===== src/rtl/fetch_ctrl_if.sv =====
// fetch_ctrl_if: hazard inputs, imem handshake and PC/IF-ID controls of the fetch controller
interface fetch_ctrl_if;
    logic        redirect_i;
    logic        stall_i;
    logic        imem_ack;
    logic        imem_req;
    logic        PCWrite;
    logic        PCSel;
    logic        ifid_write;
    logic        ifid_flush;
    logic        fetch_err;
    logic [31:0] fetch_cnt;
    modport master (
        input  redirect_i, stall_i, imem_ack,
        output imem_req, PCWrite, PCSel, ifid_write, ifid_flush, fetch_err, fetch_cnt
    );
    modport slave (
        output redirect_i, stall_i, imem_ack,
        input  imem_req, PCWrite, PCSel, ifid_write, ifid_flush, fetch_err, fetch_cnt
    );
endinterface


===== src/rtl/fetch_ctrl.sv =====
// fetch_ctrl: IF-stage sequencer for PC/IF-ID control over a variable-latency imem with ack watchdog
module fetch_ctrl #(
    parameter int ACK_TIMEOUT = 15,
    parameter int CNT_W = 4
) (
    input logic         clk,
    input logic         rst_n,
    fetch_ctrl_if.master bus
);
    typedef enum logic [1:0] {BOOT, FETCH, DRAIN, ERR} state_t;
    state_t           state, nxt;
    logic [CNT_W-1:0] wcnt;
    logic [31:0]      cnt_q;
    logic             err_q;
    logic             busy;
    logic             timeout;
    assign busy    = (state == FETCH) || (state == DRAIN);
    assign timeout = busy && !bus.imem_ack && (wcnt == CNT_W'(ACK_TIMEOUT));
    always_comb begin
        nxt            = state;
        bus.imem_req   = 1'b0;
        bus.PCWrite    = 1'b0;
        bus.PCSel      = 1'b0;
        bus.ifid_write = 1'b0;
        bus.ifid_flush = 1'b0;
        if (state == BOOT) begin
            nxt = FETCH;
        end else if (state == FETCH) begin
            bus.imem_req = 1'b1;
            if (bus.redirect_i) begin
                bus.PCWrite    = 1'b1;
                bus.PCSel      = 1'b1;
                bus.ifid_flush = 1'b1;
                nxt            = bus.imem_ack ? FETCH : DRAIN;
            end else if (!bus.stall_i && bus.imem_ack) begin
                bus.ifid_write = 1'b1;
                bus.PCWrite    = 1'b1;
            end
        end else if (state == DRAIN) begin
            // the stale response of the squashed request must still be absorbed here
            if (bus.redirect_i) begin
                bus.PCWrite    = 1'b1;
                bus.PCSel      = 1'b1;
                bus.ifid_flush = 1'b1;
            end
            if (bus.imem_ack) nxt = FETCH;
        end
        if (timeout) nxt = ERR;
    end
    always_ff @(posedge clk or negedge rst_n) begin
        if (!rst_n) begin
            state <= BOOT;
            wcnt  <= '0;
            err_q <= 1'b0;
            cnt_q <= '0;
        end else begin
            state <= nxt;
            if (timeout) err_q <= 1'b1;
            if (bus.ifid_write) cnt_q <= cnt_q + 32'd1;
            wcnt <= (bus.imem_ack || nxt != state) ? '0 : busy ? wcnt + 1'b1 : wcnt;
        end
    end
    assign bus.fetch_err = err_q;
    assign bus.fetch_cnt = cnt_q;
endmodule


===== src/flat_wrapper.sv =====
// flat-port wrapper written by rule: the top's interface ports become plain ports
module fetch_ctrl_flat 
#(
    parameter int ACK_TIMEOUT = 15,
    parameter int CNT_W = 4
)
  (clk, rst_n, bus_redirect_i, bus_stall_i, bus_imem_ack, bus_imem_req, bus_PCWrite, bus_PCSel, bus_ifid_write, bus_ifid_flush, bus_fetch_err, bus_fetch_cnt);
  fetch_ctrl_if bus_i ();
  input logic clk;
  input logic rst_n;
  input wire logic [$bits(bus_i.redirect_i)-1:0] bus_redirect_i;
  input wire logic [$bits(bus_i.stall_i)-1:0] bus_stall_i;
  input wire logic [$bits(bus_i.imem_ack)-1:0] bus_imem_ack;
  output wire logic [$bits(bus_i.imem_req)-1:0] bus_imem_req;
  output wire logic [$bits(bus_i.PCWrite)-1:0] bus_PCWrite;
  output wire logic [$bits(bus_i.PCSel)-1:0] bus_PCSel;
  output wire logic [$bits(bus_i.ifid_write)-1:0] bus_ifid_write;
  output wire logic [$bits(bus_i.ifid_flush)-1:0] bus_ifid_flush;
  output wire logic [$bits(bus_i.fetch_err)-1:0] bus_fetch_err;
  output wire logic [$bits(bus_i.fetch_cnt)-1:0] bus_fetch_cnt;
  assign bus_i.redirect_i = bus_redirect_i;
  assign bus_i.stall_i = bus_stall_i;
  assign bus_i.imem_ack = bus_imem_ack;
  assign bus_imem_req = bus_i.imem_req;
  assign bus_PCWrite = bus_i.PCWrite;
  assign bus_PCSel = bus_i.PCSel;
  assign bus_ifid_write = bus_i.ifid_write;
  assign bus_ifid_flush = bus_i.ifid_flush;
  assign bus_fetch_err = bus_i.fetch_err;
  assign bus_fetch_cnt = bus_i.fetch_cnt;
  fetch_ctrl #(.ACK_TIMEOUT(ACK_TIMEOUT), .CNT_W(CNT_W)) u_core (.clk(clk), .rst_n(rst_n), .bus(bus_i));
endmodule

===== config.mk =====
export PLATFORM = sky130hd
export DESIGN_NAME = fetch_ctrl_flat
export DESIGN_NICKNAME = d
export VERILOG_FILES = /design/src/rtl/fetch_ctrl_if.sv /design/src/rtl/fetch_ctrl.sv /design/src/flat_wrapper.sv
export SDC_FILE = /design/constraint.sdc
export NUM_CORES = 1
export LEC_CHECK = 0
export BUFFER_PORTS_ARGS = -buffer_cell sky130_fd_sc_hd__buf_4
export CAP_MARGIN = 20
export CELL_PAD_IN_SITES_DETAIL_PLACEMENT = 1
export CELL_PAD_IN_SITES_GLOBAL_PLACEMENT = 1
export CORE_MARGIN = 2
export CORE_UTILIZATION = 45
export CTS_BUF_LIST = sky130_fd_sc_hd__clkbuf_16
export DETAILED_ROUTE_END_ITERATION = 10
export GPL_TIMING_DRIVEN = 0
export PLACE_DENSITY_LB_ADDON = 0.1
export SLEW_MARGIN = 25
export SYNTH_ARGS = -nofsm -noshare
export SYNTH_HDL_FRONTEND = slang
export SYNTH_SLANG_ARGS = --single-unit

===== constraint.sdc =====
create_clock -name clk -period 3.5 [get_ports clk]
set_input_delay 0.175 -clock clk [delete_from_list [all_inputs] [get_ports clk]]
set_output_delay 0.175 -clock clk [all_outputs]
set_load 0.02 [all_outputs]

==> results.md <==
* Status: completed
* Syn Nets at between 150 and 200
* Depth of the worst hold-timing path at 3
* DRC Markers at 0
* Critical path data arrival time at 2600 ps
* First-pass GRT wire length at between 8 and 9 mm
* #FFs+latches synth at 39
* Yosys warning total at 0
* Mapped Area at roughly 2000 sq um
* Clock power share at 31.1%
* Hold Startpoint: bus_imem_ack
* Max-cap violations at 0
* Combinational Power Share at 28.5%
* R2r startpoint: u_core.state[1]
* Critical path class: register to register
* Min Tclk post-route at 2410 ps
* Core ar. at 4350 sq um
* Max-slew headroom at approximately 46%
* R2R setup slack at 1090 ps
* Die height at just over 70 um
* Initial Utilization at between 40% and 50%
* Core Util, Final at 58.4%
* Largest net degree at the start of global routing at 40
* Worst setup SP type: register
* Final layout net count at 249
* RSZ-0062 raised after global routing: no
* Worst Hold Path EP: u_core.state[0]
* Cell variety after synth at 34
* Share of total power in sequential cells at 40.4%
* Max VDD drop at approximately 410 uV
* Slew Limit Fails at 0
* Tcrit/Tclk final at 68.8%
* Max incr delay on CP at 560 ps
* Setup Buffers After CTS at 0
* Multi-input logic area at 1000 sq um
* Width of the die at 71.1 um
* Worst-case reg-to-reg path depth at 7
* Worst setup EP type: register
* Register area at 976 sq um
* WL/cell at 16.4 um
* Synthesized area per cell at roughly 11 sq um
* H-tree levels at 2
* Crit path from: u_core.state[1]
* Pwr Density at approximately 520 nW/um^2
* WL final at 4.75 mm
* Seq/Total Area, Yosys at between 40 and 50%
* # placed instances at roughly 280
* Row cnt at 24
* Layout area overhead at 25.6%
* Placed Area at 2410 sq um
* Largest delay contributor family on the critical path: simple AND/OR/NAND/NOR gates
* Post-Syn Instances at 189
* Pleak at 0.00125 uW
* Fin. Hold Viols at 0
* P_int at 907 uW
* Post-Layout Cell Count at 290
* Type of the most critical hold path: primary input to register
* Skew-Pair Late Insertion Delay at between 200 and 300 ps
* Via Count at 1,588
* Dpl hpwl at 3.51 mm
* Max Fanout on Critical Path at 10
* TritonCTS clock tree: done
* TritonCTS buffer count at 5
* Clock Sinks at 39
* Fmax at a little over 0.4 GHz
* DR iter-0 viols at 61
* Worst Max-Slew Pin Slew at 799 ps
* Setup Skew at 4.18 ps
* Crit-path cells: inv_1 -> ha_1 -> nand4bb_4 -> or4_4 -> buf_6 -> nor4_4 -> xor2_1
* Worst path buffer plus inverter count at 2
* Setup-failing EPs final at 0
* Initial antenna violation count at 0
* Vias/cell at roughly 5.5
* Clock Root Buffer: clkbuf_16
* Switch Pwr at 415 uW
* Fill count at between 400 and 500
* Placer Congestion at 0.782
* Share of layout cells above drive strength 1 at roughly a quarter
* Die area at 5050 sq um
* GRT Overall Usage at between 20 and 25%
* Gr ovfl total at 0
* Clk buf depth at 2
* PortBufs at 42
* Number of global-route vias before repair at 1,674
* Switching Fraction at 31.4%
* Antenna Nets Post-Route at 0
* Pre-antenna DRT Iters at 4
* CP required at between 3000 and 4000 ps
* WHS at 229 ps
* Clock-pin slew on the worst setup and hold paths at about 50 ps
* ANT cells at 0
* RR Endpoint: u_core.bus.fetch_cnt[29]
* CP max-delay cell: or4_4
* Total negative slack at 0 ps
* Finished Cell Area at around 2500 sq um
* Number of I/O pins at 43
## kinds of logic (layout without fill, tap and decap cells)
logic type / Yosys count / count (layout) / share of synthesized area (%)
simple gates: 90 / 90 / 28.0
mux: 3 / 3 / 1.61
buf+inv: 10 / 59 / 2.41
flops: 39 / 39 / 48.2
compound gates: 8 / 8 / 1.98
fa+ha+maj: 5 / 5 / 3.09
xor+xnor: 34 / 34 / 14.7
## Yosys cell counts
library cell / instances / area, sq um
xnor2_1: 16 / 140
or3_1: 1 / 6.26
or2_2: 2 / 12.5
and2_1: 4 / 25.0
nand3_1: 12 / 60.1
dfrtp_1: 39 / 976
ha_1: 5 / 62.6
buf_6: 1 / 11.3
nand4bb_1: 1 / 11.3
inv_1: 5 / 18.8
nand3b_1: 1 / 7.51
xor2_1: 18 / 158
nor4_4: 1 / 21.3
nor2_1: 5 / 18.8
and4_1: 5 / 43.8
nor4_1: 2 / 12.5
or4_1: 1 / 7.51
mux2i_1: 1 / 10.0
nand4bb_4: 1 / 27.5
clkbuf_1: 3 / 11.3
nand2b_1: 1 / 6.26
o21ai_0: 3 / 15.0
mux2_2: 2 / 22.5
nor3_1: 9 / 45.0
nor2b_1: 1 / 6.26
buf_4: 1 / 7.51
a21oi_1: 5 / 25.0
and3_1: 4 / 25.0
nand4_1: 11 / 68.8
nand2_1: 19 / 71.3
nor3b_1: 1 / 7.51
nor4_2: 3 / 37.5
or4_4: 1 / 11.3
nor4b_1: 4 / 35.0
## cell usage in the layout, fill, tap and decap left out, types with 2 or more instances in the layout
cell type  instances
and2_1             4
xor2_1            18
nand4_1           11
a21oi_1            5
clkbuf_16          5
and3_1             4
ha_1               5
inv_1              6
xnor2_1           16
nor2_1             5
nor4b_1            4
mux2_2             2
o21ai_0            3
dfrtp_1           39
nor4_2             3
nor4_1             2
nand2_1           19
nand3_1           12
clkbuf_1           3
and4_1             5
nor3_1             9
or2_2              2
buf_4             43
## power by group through the flow
stage / clock (uW) / sequential, uW / combinational (uW)
6_report: 412 / 534 / 376
5_1_grt: 440 / 542 / 416
4_1_cts: 422 / 535 / 382
3_5_place_dp: 0 / 542 / 379
3_3_place_gp: 0 / 534 / 360
2_1_floorplan: 0 / 553 / 232
## sequential cells by signal, indices dropped and copies added (netlist names)
register and flops:
u_core.bus.fetch_err 1, u_core.bus.fetch_cnt 32, u_core.state 2, u_core.wcnt 4
## repair_timing
item | CTS | global route
setup endpoints to repair | 0 | 0
hold buffers | 1 | 0
hold endpoints to repair | 39 | 0
resized for setup | 0 | 0
## per-layer routing
layer  part of all wire, %  track usage [%]
met1                    45             25.9
met2                    50             35.7
met3                   3.7             4.42
met4                   1.3             5.03
met5                     0                0
## worst register-to-register path: stages, from the launching register on
cell	delay, ps
dfrtp_1	420
inv_1	100
ha_1	370
nand4bb_4	200
or4_4	570
buf_6	170
nor4_4	280
xor2_1	200
## layout make-up
| class | count | share of cell area, % |
|---|---|---|
| Multi-Input combinational cell | 140 | 39.3 |
| Sequential cell | 39 | 38.3 |
| Timing Repair Buffer | 43 | 12.8 |
| Clock buffer | 5 | 4.92 |
| Tap cell | 52 | 2.56 |
| Buffer | 5 | 1.18 |
| Inverter | 5 | 0.737 |
| Clock inverter | 1 | 0.147 |
## how the worst max path moves through the flow
| stage | cells past startpoint | slack (ps) | endpoint |
|---|---|---|---|
| 2_1_floorplan | 7 | 1260 | u_core.bus.fetch_cnt[29] |
| 3_3_place_gp | 6 | 1230 | u_core.bus.fetch_cnt[23] |
| 3_5_place_dp | 7 | 1130 | u_core.bus.fetch_cnt[29] |
| 4_1_cts | 7 | 1090 | u_core.bus.fetch_cnt[29] |
| 5_1_grt | 6 | 930 | u_core.bus.fetch_cnt[13] |
| 6_report | 7 | 1090 | u_core.bus.fetch_cnt[29] |
## stage by stage
step | total power [uW] | worst slack, ps
6_report | 1320 | 1090
3_5_place_dp | 921 | 1130
4_1_cts | 1340 | 1090
5_1_grt | 1400 | 930
3_3_place_gp | 894 | 1230
2_1_floorplan | 785 | 1260
No activity file was read; power rests on OpenSTA's default activity.
